<file path="config.mk">
export PLATFORM = sky130hd
export DESIGN_NAME = perif_responder
export DESIGN_NICKNAME = d
export VERILOG_FILES = /design/src/rtl/perif_responder.sv
export SDC_FILE = /design/constraint.sdc
export NUM_CORES = 1
export LEC_CHECK = 0
export BUFFER_PORTS_ARGS = -buffer_cell sky130_fd_sc_hd__buf_2
export CORE_ASPECT_RATIO = 0.7
export CORE_MARGIN = 1.5
export CORE_UTILIZATION = 53
export CTS_CLUSTER_DIAMETER = 120
export DETAILED_ROUTE_END_ITERATION = 12
export GPL_TIMING_DRIVEN = 0
export PLACE_DENSITY = 0.8
export SETUP_SLACK_MARGIN = 0.4
export SLEW_MARGIN = 10
export SYNTH_ARGS = -nofsm -noshare
export SYNTH_HDL_FRONTEND = slang
export SYNTH_SLANG_ARGS = --single-unit
</file>
<file path="constraint.sdc">
create_clock -name clock -period 8.1 [get_ports clock]
set_input_delay 0.81 -clock clock [delete_from_list [all_inputs] [get_ports clock]]
set_output_delay 0.81 -clock clock [all_outputs]
set_load 0.03 [all_outputs]
</file>
<file path="src/rtl/perif_responder.sv">
// Memory-mapped peripheral slave: eight 16-bit output registers, a free-running
// cycle counter with compare/match flag, and registered read data for the bus.
module perif_responder #(
    parameter int BASE_W = 8
) (
    input  logic        clock,
    input  logic        reset,
    input  logic        perif_select,
    input  logic        mem_write_en,
    input  logic        mem_read,
    input  logic [1:0]  size,
    input  logic [31:0] address,
    input  logic [63:0] data_in,
    output logic [63:0] data_out,
    output logic        data_oe,
    output logic [15:0] r0,
    output logic [15:0] r1,
    output logic [15:0] r2,
    output logic [15:0] r3,
    output logic [15:0] r4,
    output logic [15:0] r5,
    output logic [15:0] r6,
    output logic [15:0] r7,
    output logic        match_irq
);
    localparam int SLOT_W = BASE_W - 3;

    typedef enum logic [1:0] {
        SZ_BYTE  = 2'b00,
        SZ_HALF  = 2'b01,
        SZ_WORD  = 2'b10,
        SZ_DWORD = 2'b11
    } size_e;

    logic [15:0]       r_q [8];
    logic [15:0]       r_d [8];
    logic [31:0]       count_q, count_d;
    logic [31:0]       cmp_q, cmp_d;
    logic              flag_q, flag_d;
    logic [63:0]       data_out_q, data_out_d;
    logic              data_oe_q, data_oe_d;

    logic [SLOT_W-1:0] slot;
    logic              aligned;
    logic              hit_r, hit_count, hit_cmp, hit_stat;
    logic              wr_en, rd_en;
    logic [31:0]       wmask;
    logic [63:0]       rmask;
    logic [63:0]       rdata;
    logic              unused_bits;

    // Offsets are 8-byte slots; anything with low bits set decodes to nothing.
    assign slot      = address[BASE_W-1:3];
    assign aligned   = (address[2:0] == 3'b000);
    assign hit_r     = aligned && (slot < SLOT_W'(8));
    assign hit_count = aligned && (slot == SLOT_W'(8));
    assign hit_cmp   = aligned && (slot == SLOT_W'(9));
    assign hit_stat  = aligned && (slot == SLOT_W'(10));

    // A combined write+read strobe is treated as a write only.
    assign wr_en = perif_select && mem_write_en;
    assign rd_en = perif_select && mem_read && !mem_write_en;

    assign unused_bits = ^{address[31:BASE_W], data_in[63:32]};

    always_comb begin
        wmask = 32'hFFFF_FFFF;
        rmask = '1;
        case (size_e'(size))
            SZ_BYTE: begin
                wmask = 32'h0000_00FF;
                rmask = 64'h0000_0000_0000_00FF;
            end
            SZ_HALF: begin
                wmask = 32'h0000_FFFF;
                rmask = 64'h0000_0000_0000_FFFF;
            end
            SZ_WORD: begin
                wmask = 32'hFFFF_FFFF;
                rmask = 64'h0000_0000_FFFF_FFFF;
            end
            default: begin
                wmask = 32'hFFFF_FFFF;
                rmask = '1;
            end
        endcase
    end

    // NOTE: every signal gets a default before any branch so no latch is inferred.
    always_comb begin
        r_d        = r_q;
        cmp_d      = cmp_q;
        count_d    = count_q + 32'd1;
        flag_d     = flag_q;
        data_out_d = data_out_q;
        data_oe_d  = rd_en;
        rdata      = '0;

        if (wr_en) begin
            if (hit_r) begin
                r_d[slot[2:0]] = (r_q[slot[2:0]] & ~wmask[15:0]) | (data_in[15:0] & wmask[15:0]);
            end
            if (hit_cmp) begin
                cmp_d = (cmp_q & ~wmask) | (data_in[31:0] & wmask);
            end
            if (hit_count) begin
                count_d = '0;
            end
            if (hit_stat && data_in[0]) begin
                flag_d = 1'b0;
            end
        end

        // Set after the clear so a coincident match keeps the flag high.
        if ((count_d == cmp_q) && (cmp_q != '0)) begin
            flag_d = 1'b1;
        end

        if (hit_r) begin
            rdata = {48'd0, r_q[slot[2:0]]};
        end else if (hit_count) begin
            rdata = {32'd0, count_q};
        end else if (hit_cmp) begin
            rdata = {32'd0, cmp_q};
        end else if (hit_stat) begin
            rdata = {63'd0, flag_q};
        end

        if (rd_en) begin
            data_out_d = rdata & rmask;
        end
    end

    // NOTE: the register file is small and its reset value is architecturally visible, so it is reset.
    always_ff @(posedge clock or posedge reset) begin
        if (reset) begin
            for (int i = 0; i < 8; i++) begin
                r_q[i] <= '0;
            end
            count_q    <= '0;
            cmp_q      <= '0;
            flag_q     <= 1'b0;
            data_out_q <= '0;
            data_oe_q  <= 1'b0;
        end else begin
            r_q        <= r_d;
            count_q    <= count_d;
            cmp_q      <= cmp_d;
            flag_q     <= flag_d;
            data_out_q <= data_out_d;
            data_oe_q  <= data_oe_d;
        end
    end

    assign r0        = r_q[0];
    assign r1        = r_q[1];
    assign r2        = r_q[2];
    assign r3        = r_q[3];
    assign r4        = r_q[4];
    assign r5        = r_q[5];
    assign r6        = r_q[6];
    assign r7        = r_q[7];
    assign data_out  = data_out_q;
    assign data_oe   = data_oe_q;
    assign match_irq = flag_q;

endmodule
</file>
==> impl_metrics.yaml <==
run_status:
  status: "complete, no violations"
timing:
  worst-slew-pin-transition_ns: 1.14
  slew_headroom_pct: 23.7
  report.final.hold_viol_count: 0
  period_minus_slack_ns: 4.12
  setup_viol: 0
  drv_slew: 0
  max_freq_mhz: 242
  worst_slack_ns: 3.98
  fin_tns_setup_ns: 0
  grt_setup_unrepaired: "false"
  skew_ns: 0.0130
  fin_crit_sh_pct: 50.9
grt:
  antenna_found_initial: 1
  grt_max_degree: 87
  gr-usage-all-layers_pct: 31.2
  grt_pass1_vias: 8761
  grt-ovfl-total: 0
  grt_pass1_wl_mm: 52.8
die:
  initial_core_util_pct: 54.2
  ioPinCount: 297
  die_h_um: 125
  fp.dieW_um: 177
  fp.coreArea_um2: 20800
  die_area_um2: 22200
  num_rows: 44
drt:
  routedWlPerCell_um: 23.3
  wl_mm: 34.3
  avgViaCountPerCell: 6.22
  drt-pass1-iter-count: 5
  via_count: 9146
  post-route-drc-count: 0
  drt-initial-drc-count: 954
  drtAntennaViolNets: 0
power:
  peakVddDrop_v: 0.000125
  power_density_nw_per_um2: 198
  p_leak_nw: 6.84
  finalPower_mw: 2.68
worst_setup_path:
  critical_path_class: "in2reg"
  worst_path_most_repeated_cell: "buf_2"
  end_kind: "flip-flop"
  cp.arrival_ns: 4.52
  crit_path_start_kind: "input port"
  cp.required_ns: 8.49
  rr_startpoint: "count_q[0]$_DFF_PP0_"
  startpoint: "address[1]"
  cpLargestDelayFamily: "simple AND/OR/NAND/NOR gates"
  reg2regPathDepth: 10
  worst-path-stages: 9
  path_buf_inv: 3
  max_stage_delay_ns: 1.00
  cp_cell_sequence: "buf_2, nor4_1, nand3b_1, nor3b_1, and2_1, buf_2, nand2_1, buf_2, mux2_2"
  worst_path_max_delay_cell: "nor3b_1"
  critPathMaxFanout: 10
clocking:
  cts_tree: "built"
  cts_hold_buffers: 0
  post_cts_resized: 0
  ctsHtreeMaxLevel: 1
  cts-buffers-inserted: 23
  postCtsSetupBuffers: 0
  cts_buffer_depth: 3
  clockRootBuffer: "clkbuf_16"
  numClockSinks: 226
  clkTransAtPathRegs_ns: 0.06
  insertion_delay_ns: 0.52
finish:
  design_area_um2: 13500
  drive_above_1_share_pct: 41.7
  syn2layout_area_growth_pct: 20.1
  final_nets: 1283
synth:
  synth.distinct_cells: 70
  yosysTopAreaCellShare_pct: 50.2
  synthFlopType: "dfrtp_1"
  yosysSeqAreaShare_pct: 50.2
  synthCells: 916
  yosysWarnings: 0
  ys_ff_latch: 226
  synth_area_um2: 11300
  avgSynthCellArea_um2: 12.3
  synth_top_area_cell: "dfrtp_1"
  synth.area.top_cells: "dfrtp_1 (50%), mux2_2 (16%), mux4_2 (6.4%), buf_4 (2.2%), xnor2_1 (2.0%)"
  synth_edf_count: 0
  async_reset_ff_share_pct: 100
placement:
  hpwlAfterDp_mm: 24.9
  dpl_cell_area_um2: 12800
  port_buffers: 205
  place_ws_ns: 3.69
  place_congestion: 0.966
run:
  maxCapViolCount: 0
worst_hold_path:
  hold_path_class: "in2async"
==> metrics by stage <==
stage	std cells	hold slack, ns	util [%]
floorplan	947	0.520	-
global placement	1428	0.461	61.3
detailed placement	1430	0.462	61.6
CTS	1470	0.346	65.0
global route	1471	0.361	65.1
finish	1471	0.324	65.1
==> layout by cell type, fill, tap and decap left out, drive strengths merged, types with 2 or more instances in the layout <==
| cell type | Yosys | final |
|---|---|---|
| buf | 54 | 261 |
| dfrtp | 226 | 226 |
| mux2 | 160 | 160 |
| clkbuf | 35 | 68 |
| nor2 | 51 | 51 |
| nand2 | 48 | 48 |
| mux4 | 32 | 32 |
| o21ai | 32 | 32 |
| conb | 1 | 32 |
| a22oi | 27 | 27 |
| xnor2 | 26 | 26 |
| nand3 | 23 | 23 |
| nor4 | 19 | 19 |
| nand4 | 15 | 15 |
| a21oi | 14 | 14 |
| inv | 11 | 12 |
| mux2i | 11 | 11 |
| o31ai | 11 | 11 |
| xor2 | 11 | 11 |
| nor2b | 10 | 10 |
| nor3 | 9 | 9 |
| or4 | 9 | 9 |
| a22o | 8 | 8 |
| and3 | 7 | 7 |
| and4 | 6 | 6 |
| a221oi | 5 | 5 |
| a211oi | 5 | 5 |
| clkinv | 0 | 5 |
| and2 | 4 | 4 |
| or3 | 4 | 4 |
| a31oi | 3 | 3 |
| a32oi | 3 | 3 |
| o2111ai | 3 | 3 |
| or2 | 3 | 3 |
| nand2b | 2 | 2 |
| o221ai | 2 | 2 |
| nor3b | 2 | 2 |
| a222oi | 2 | 2 |
| o311ai | 2 | 2 |
| o22ai | 2 | 2 |
==> synthesized netlist by cell type, drive strengths merged (14+ instances only) <==
library cell and instances:
mux4 32, dfrtp 226, mux2 160, clkbuf 35, nand3 23, nand2 48
a21oi 14, nor2 51, xnor2 26, nand4 15, a22oi 27, o21ai 32
nor4 19, buf 54
==> final cells by class <==
| cell class | instances | area, um^2 |
|---|---|---|
| diodes | 1 | 2.50 |
| plain buffers | 89 | 515 |
| clock buffers | 33 | 673 |
| clock inverters | 7 | 41.3 |
| fillers | 1626 | 7270 |
| inverters | 11 | 48.8 |
| multi-input cells | 621 | 5180 |
| flip-flops and latches | 226 | 5660 |
| well taps | 276 | 345 |
| repair buffers | 207 | 1080 |
==> per-layer routing <==
layer / global-route usage, % / share of wire, % / vias up
li1: - / - / 3873
met1: 48.4 / 44 / 4658
met2: 44.2 / 42 / 541
met3: 6.54 / 11 / 74
met4: 8.80 / 2.8 / 0
met5: 0 / 0 / -
==> cell families (layout without fill, tap and decap cells) <==
| kind of cell | after synthesis | after routing | synth area share [%] |
|---|---|---|---|
| fa+ha+maj | 1 | 1 | 0.111 |
| flops | 226 | 226 | 50.2 |
| simple gates | 217 | 217 | 10.3 |
| xor+xnor | 37 | 37 | 2.87 |
| compound gates | 131 | 131 | 8.26 |
| buf+inv | 100 | 347 | 4.94 |
| mux | 203 | 203 | 23.4 |
| other cells | 1 | 33 | 0.0333 |
==> power by group <==
part | internal (mW) | switching [mW]
Sequential | 1.19 | 0.0705
Clock | 0.577 | 0.453
Combinational | 0.138 | 0.258
==> path summary, 6_finish.rpt <==
check,to,slack [ns]
min in group clock,data_out[3]$_DFFE_PP0P_,0.48
hold reg to reg,data_out[3]$_DFFE_PP0P_,0.48
setup / recovery,flip-flop,3.98
setup reg to reg,match_irq$_DFFE_PP0P_,4.70
max in group asynchronous,r3[13]$_DFFE_PP0P_,6.95
hold / removal,r0[3]$_DFFE_PP0P_,0.32
No activity file was read; power rests on OpenSTA's default activity.
